File: src/rtl/fifo_ctrl_multi.sv
// Multi-channel FIFO control: per-channel occupancy, wrap-around RAM pointers,
// registered full/empty/almost flags and sticky overflow/underflow errors.
module fifo_ctrl_multi #(
  parameter int unsigned NUM_CH    = 2,
  parameter int unsigned MEM_SIZE  = 4,
  parameter int unsigned WORD_SIZE = 6,
  parameter int unsigned PTR_L     = 2,
  parameter int unsigned CNT_L     = 3
) (
  input  logic                    clk,
  input  logic                    reset,
  input  logic [CNT_L-1:0]        full_threshold,
  input  logic [CNT_L-1:0]        empty_threshold,
  input  logic [NUM_CH-1:0]       fifo_wr,
  input  logic [NUM_CH-1:0]       fifo_rd,
  input  logic [NUM_CH-1:0]       err_clr,
  output logic [NUM_CH-1:0]       wr_en,
  output logic [NUM_CH-1:0]       rd_en,
  output logic [NUM_CH*PTR_L-1:0] wr_ptr,
  output logic [NUM_CH*PTR_L-1:0] rd_ptr,
  output logic [NUM_CH*CNT_L-1:0] count,
  output logic [NUM_CH-1:0]       fifo_full,
  output logic [NUM_CH-1:0]       fifo_empty,
  output logic [NUM_CH-1:0]       almost_full,
  output logic [NUM_CH-1:0]       almost_empty,
  output logic [NUM_CH-1:0]       err_ovf,
  output logic [NUM_CH-1:0]       err_udf,
  output logic                    error
);

  localparam logic [PTR_L-1:0] PTR_LAST = PTR_L'(MEM_SIZE - 1);
  localparam logic [CNT_L-1:0] CNT_FULL = CNT_L'(MEM_SIZE);

  // WORD_SIZE sizes the external RAM only; it is checked here with the pointer widths.
  if (MEM_SIZE < 2 || WORD_SIZE < 1 || PTR_L < $clog2(MEM_SIZE) ||
      CNT_L < $clog2(MEM_SIZE + 1)) begin : g_bad_params
    $error("fifo_ctrl_multi: inconsistent parameters");
  end

  for (genvar c = 0; c < NUM_CH; c++) begin : g_ch
    logic [CNT_L-1:0] cnt_q, cnt_d;
    logic [PTR_L-1:0] wp_q, rp_q;
    logic             full_q, empty_q, af_q, ae_q, ovf_q, udf_q;
    logic             wr_ok, rd_ok;

    always_comb begin
      rd_ok = fifo_rd[c] & ~empty_q & ~reset;
      wr_ok = fifo_wr[c] & (~full_q | fifo_rd[c]) & ~reset;
      cnt_d = cnt_q;
      if (wr_ok && !rd_ok)
        cnt_d = cnt_q + CNT_L'(1);
      else if (rd_ok && !wr_ok)
        cnt_d = cnt_q - CNT_L'(1);
    end

    // Flags are derived from the next count so they move on the same edge as count.
    always_ff @(posedge clk) begin
      if (reset) begin
        cnt_q   <= '0;
        wp_q    <= '0;
        rp_q    <= '0;
        full_q  <= 1'b0;
        empty_q <= 1'b1;
        af_q    <= 1'b0;
        ae_q    <= 1'b1;
        ovf_q   <= 1'b0;
        udf_q   <= 1'b0;
      end else begin
        cnt_q <= cnt_d;
        if (wr_ok)
          wp_q <= (wp_q == PTR_LAST) ? '0 : wp_q + PTR_L'(1);
        if (rd_ok)
          rp_q <= (rp_q == PTR_LAST) ? '0 : rp_q + PTR_L'(1);
        full_q  <= (cnt_d == CNT_FULL);
        empty_q <= (cnt_d == '0);
        af_q    <= (cnt_d >= full_threshold);
        ae_q    <= (cnt_d <= empty_threshold);
        ovf_q   <= (fifo_wr[c] & full_q & ~fifo_rd[c]) | (ovf_q & ~err_clr[c]);
        udf_q   <= (fifo_rd[c] & empty_q) | (udf_q & ~err_clr[c]);
      end
    end

    assign wr_en[c]                    = wr_ok;
    assign rd_en[c]                    = rd_ok;
    assign wr_ptr[c*PTR_L +: PTR_L]    = wp_q;
    assign rd_ptr[c*PTR_L +: PTR_L]    = rp_q;
    assign count[c*CNT_L +: CNT_L]     = cnt_q;
    assign fifo_full[c]                = full_q;
    assign fifo_empty[c]               = empty_q;
    assign almost_full[c]              = af_q;
    assign almost_empty[c]             = ae_q;
    assign err_ovf[c]                  = ovf_q;
    assign err_udf[c]                  = udf_q;
  end

  assign error = |{err_ovf, err_udf};

endmodule

File: config.mk
export PLATFORM = sky130hd
export DESIGN_NAME = fifo_ctrl_multi
export DESIGN_NICKNAME = d
export VERILOG_FILES = /design/src/rtl/fifo_ctrl_multi.sv
export SDC_FILE = /design/constraint.sdc
export NUM_CORES = 1
export LEC_CHECK = 0
export CORE_ASPECT_RATIO = 0.9
export CORE_MARGIN = 1.5
export CORE_UTILIZATION = 25
export CTS_BUF_LIST = sky130_fd_sc_hd__clkbuf_4
export DETAILED_ROUTE_END_ITERATION = 10
export DONT_BUFFER_PORTS = 1
export GPL_TIMING_DRIVEN = 1
export HOLD_SLACK_MARGIN = 0.15
export PLACE_DENSITY = 0.48
export SETUP_SLACK_MARGIN = 0.3
export SKIP_LAST_GASP = 1
export SYNTH_ARGS = -nofsm -noshare
export SYNTH_HDL_FRONTEND = slang
export SYNTH_SLANG_ARGS = --single-unit
export TNS_END_PERCENT = 50
File: constraint.sdc
create_clock -name clk -period 2.3 [get_ports clk]
set_input_delay 0.345 -clock clk [delete_from_list [all_inputs] [get_ports clk]]
set_output_delay 0.345 -clock clk [all_outputs]
set_load 0.05 [all_outputs]
After elaboration in Yosys (flattened, before gate mapping). Cells that the tools add are included.

Register bits after elaboration: 26. Input bits: 14. Output and inout port bits: 31.

Add/sub/neg operators: 8. Bitwise operators: 33. Reductions and logical operators: 11. $lt $le $gt $ge: 4. Equality and inequality tests: 6. Multiplexer cells: 8.

Operators with widths (count): $and 1x1->1 (18); $mux 3 (4); $not 1->1 (9); $add 2x1->2 const B (4); $eq 2x2->1 const B (4); $mux 2 (4); $add 3x1->3 const B (2); $eq 3x3->1 const B (2); $ge 3x3->1 (2); $le 3x3->1 (2); $logic_not 3->1 (2); $or 1x1->1 (6); $sub 3x1->3 const B (2); $logic_and 1x1->1 (4); $logic_not 1->1 (4); $reduce_or 4->1 (1).

Depth between registers and ports, before layout.
Depth in word-level cells: 9. Depth in mapped cells: 10.

Least setup slack after synthesis. No wires, ideal clock.

Path type: flip-flop to flip-flop. From: reg g_ch[0].cnt_q[0]. To: reg g_ch[0].af_q. Path slack: 0.006 ns. Path buffers: 0. Clock period less this slack: 2.294 ns. Cell stages (with the launch flop): 9. Data required time: 2.172 ns. Data arrival time: 2.167 ns. Cell sequence: dfxtp_1 -> inv_1 -> ha_1 -> a22oi_1 -> xor2_1 -> inv_1 -> ha_1 -> a211oi_1 -> a21oi_1.

Cells in the longest elaborated chain, start to end: 4. Elaborated cells on any way between the ends: 5.

Ends and longest elaborated chain: start: declaration (line 41) `logic [CNT_L-1:0] cnt_q, cnt_d;`; start signal: assignment (line 69) `cnt_q <= cnt_d;`; $sub 3x1->3 (line 53) `cnt_d = cnt_q - CNT_L'(1);`; $mux 3 (line 52) `else if (rd_ok && !wr_ok)`; $mux 3 (*) (line 50) `if (wr_ok && !rd_ok)`; net g_ch[0].cnt_d[2] (line 41); $ge 3x3->1 (*) (line 76) `af_q <= (cnt_d >= full_threshold);`; end signal: assignment (line 76); end: declaration (line 43) `logic full_q, empty_q, af_q, ae_q, ovf_q, udf_q;`.

Mark *: on every way through the listed nets, which the timed path passes. The rest lies on a longest branch. A chain may end at the register's enable or synchronous reset.

Worst setup path in the final report.
From: reg g_ch[0].empty_q. To: reg g_ch[0].ae_q.

Cells in the longest elaborated chain, start to end: 7. Elaborated cells on any way between the ends: 9.

Ends and longest elaborated chain: start: declaration (line 43); start signal: assignment (line 75) `empty_q <= (cnt_d == '0);`; $not 1->1 (*) (line 47) `rd_ok = fifo_rd[c] & ~empty_q & ~reset;`; $and 1x1->1 (*) (2 in a row) (line 47); $logic_and 1x1->1 or $logic_not 1->1 (tied branches) (line 52, 50); $mux 3 or $logic_and 1x1->1 (tied branches) (line 52, 50); $mux 3 (*) (line 50); net g_ch[0].cnt_d[1] (line 41); $le 3x3->1 (*) (line 77) `ae_q <= (cnt_d <= empty_threshold);`; end signal: assignment (line 77); end: declaration (line 43).

Marked as above.

==> out/qor.csv <==
metric,value,unit
status,finished clean,
clock tree buffer depth,2,
Worst IR Drop VDD,0.209,mV
drt wl/cell,13.8,um
Core ar.,6220,um^2
leak pwr,0.837,nW
Iter 0 DRT Violations,45,
Final Hold Viols,0,
"Arr. time, crit path",2.23,ns
"FF+latch count, synth",26,
hold path start,fifo_wr[0],
Netlist Area Pre-Place,1630,um^2
crit share post-route,85.6,%
drt total wl,3960,um
# setup viols final,0,
cell count after synthesis,188,
HP Class,input port to flop,
Die X,88.2,um
Post-synth top cells,"dfxtp_1, ha_1, buf_4, nor2_1",
Slew @ Worst Pin,0.713,ns
Synthesis Warnings,0,
DR pass1 iterations,4,
fillers,678,
Max Freq,508,MHz
# port buffers,0,
"Top FF cell, synth",dfxtp_1,
post-route ant nets,0,
Unique masters post-synth,44,
R2R Path Start,g_ch[0].empty_q,
initial antenna violation count,0,
HPWL after DPL,2910,um
crit path kind,flop to flop,
overall routing resource usage,11.3,%
Worst-Skew Late Latency,0.32,ns
CP startpoint kind,flop,
Setup TNS,0,ns
CTS root buf,clkbuf_4,
post-synthesis sequential area ratio,31.9,%
RSZ-0062 raised after global routing,yes,
Avg Inst Size Synth,8.69,um^2
Synth area leader,dfxtp_1,
Post-Layout Cell Count,286,
synth top area cells,"dfxtp_1, ha_1, buf_4, a21oi_1, nor2_1",
area post-placement,1760,um^2
Num CTS Buffers,3,
first-pass GRT wire length,6110,um
number of flops mapped to enable cells by yosys,0,
multi-input logic area,1060,um^2
largest net degree at the start of global routing,17,
Crit. End Element,flop,
register area,538,um^2
Vias,1283,
vias per cell,4.49,
Post-Layout Inst Area,2020,um^2
initial core utilization,26.3,%
Layout area overhead,23.7,%
diodes inserted,0,
die area,7030,um^2
CP Data Required Time,2.56,ns
"count leader, synth",dfxtp_1,
hold slack,0.164,ns
Top Ports,45,
fin crit period,1.97,ns
placed insts,274,
layout cells sized above 1,30.7,%
CTS sink cnt,26,
Clock transition at path regs,0.15,ns
CTS tree,done,
crit path max fanout,4,
vias in the first global route,1243,
Post-synth ARST share,0,%
Crit. Startpoint,g_ch[0].empty_q,
final net count,232,
Yosys top cell area share,31.9,%
gr ovfl total,0,
GP Congestion,0.766,
total power per unit cell area,869,nW/um^2
syn nets,220,
row count,27,
Slew HR,52.3,%
Max Cap Viol,0,
Slew Limit Fails,0,
Layout Utilization,32.5,%
Max Clock Skew,0.00808,ns
deepest level of the CTS H-tree,1,
Die Ht,79.7,um
Residual DRC,0,
## registers in the layout, summed over array words and instances (netlist names)
register,flops
g_ch.cnt_q,6
g_ch.rp_q,4
g_ch.wp_q,4
g_ch.ae_q,2
g_ch.af_q,2
g_ch.empty_q,2
g_ch.full_q,2
g_ch.ovf_q,2
g_ch.udf_q,2
## cells by family (layout without fill, tap and decap cells)
kind of cell	after synthesis	count (layout)	synth area share, %
simple gates	61	61	21.1
compound gates	42	42	17.2
buf+inv	33	44	11.7
flops	26	26	31.9
fa+ha+maj	18	18	13.8
xor+xnor	7	7	3.75
mux	1	1	0.613
## path summary, 6_finish.rpt
path | cells after the start | end | slack [ns]
max | 10 | g_ch[0].ae_q | 0.33
min | 2 | g_ch[0].ovf_q | 0.16
max reg2reg | 10 | g_ch[0].ae_q | 0.33
min reg2reg | 1 | g_ch[0].rp_q[0] | 0.59
## through the flow
| step | total power, W | worst slack [ns] |
|---|---|---|
| final | 0.00176 | 0.331 |
| after global routing | 0.00187 | 0.209 |
| after CTS | 0.00168 | 0.256 |
| after detailed placement | 0.00134 | 0.199 |
| after global placement | 0.00134 | 0.152 |
| after floorplan | 0.00124 | 0.301 |
## routing by layer
| metal | vias to the layer above | routed length, um | global-route usage, % |
|---|---|---|---|
| li1 | 659 | - | - |
| met1 | 596 | 1780 | 14.1 |
| met2 | 26 | 1850 | 18.1 |
| met3 | 2 | 296 | 3.31 |
| met4 | 0 | 31 | 4.22 |
| met5 | - | 0 | 0 |
## what timing repair did
item,in CTS,in global routing
endpoints found under the hold margin,16,1
setup buffers,0,4
pin swaps,0,12
hold buffers,3,1
setup endpoints to repair,6,5
gates resized for setup,2,27
## placed cells by master (no fill, tap or decap), types with 5 or more instances in the layout
| cell type | synthesis | final |
|---|---|---|
| xnor2_1 | 5 | 5 |
| nor2_1 | 15 | 14 |
| buf_4 | 16 | 23 |
| a21oi_1 | 12 | 11 |
| nand2_1 | 12 | 11 |
| ha_1 | 18 | 14 |
| inv_1 | 12 | 12 |
| nand2b_1 | 7 | 6 |
| dfxtp_1 | 26 | 20 |
| o21ai_1 | 2 | 6 |
| nor2b_1 | 7 | 5 |
## report_power, final
group	switching (W)	internal, W
clock	0.000140	0.000176
sequential	0.000166	0.000520
combinational	0.000439	0.000313
total	0.000746	0.00101
## critical path, cell delays in order, from the launching register on
cell and delay [ns]:
dfxtp_2 0.36, nand2b_4 0.15, nor3_4 0.26, buf_4 0.16, nand2b_1 0.10, o32ai_2 0.08
buf_4 0.16, ha_4 0.21, nor2b_1 0.12, o21a_1 0.16, o21ai_1 0.14
## area by class of cell
cell class | instances | share of cell area [%]
Multi-Input combinational cell | 129 | 52.4
Sequential cell | 26 | 26.6
Timing Repair Buffer | 27 | 10.5
Tap cell | 87 | 5.39
Inverter | 13 | 2.41
Clock inverter | 1 | 1.49
Clock buffer | 3 | 1.11
Note: power is estimated with default switching activity, not from simulation.
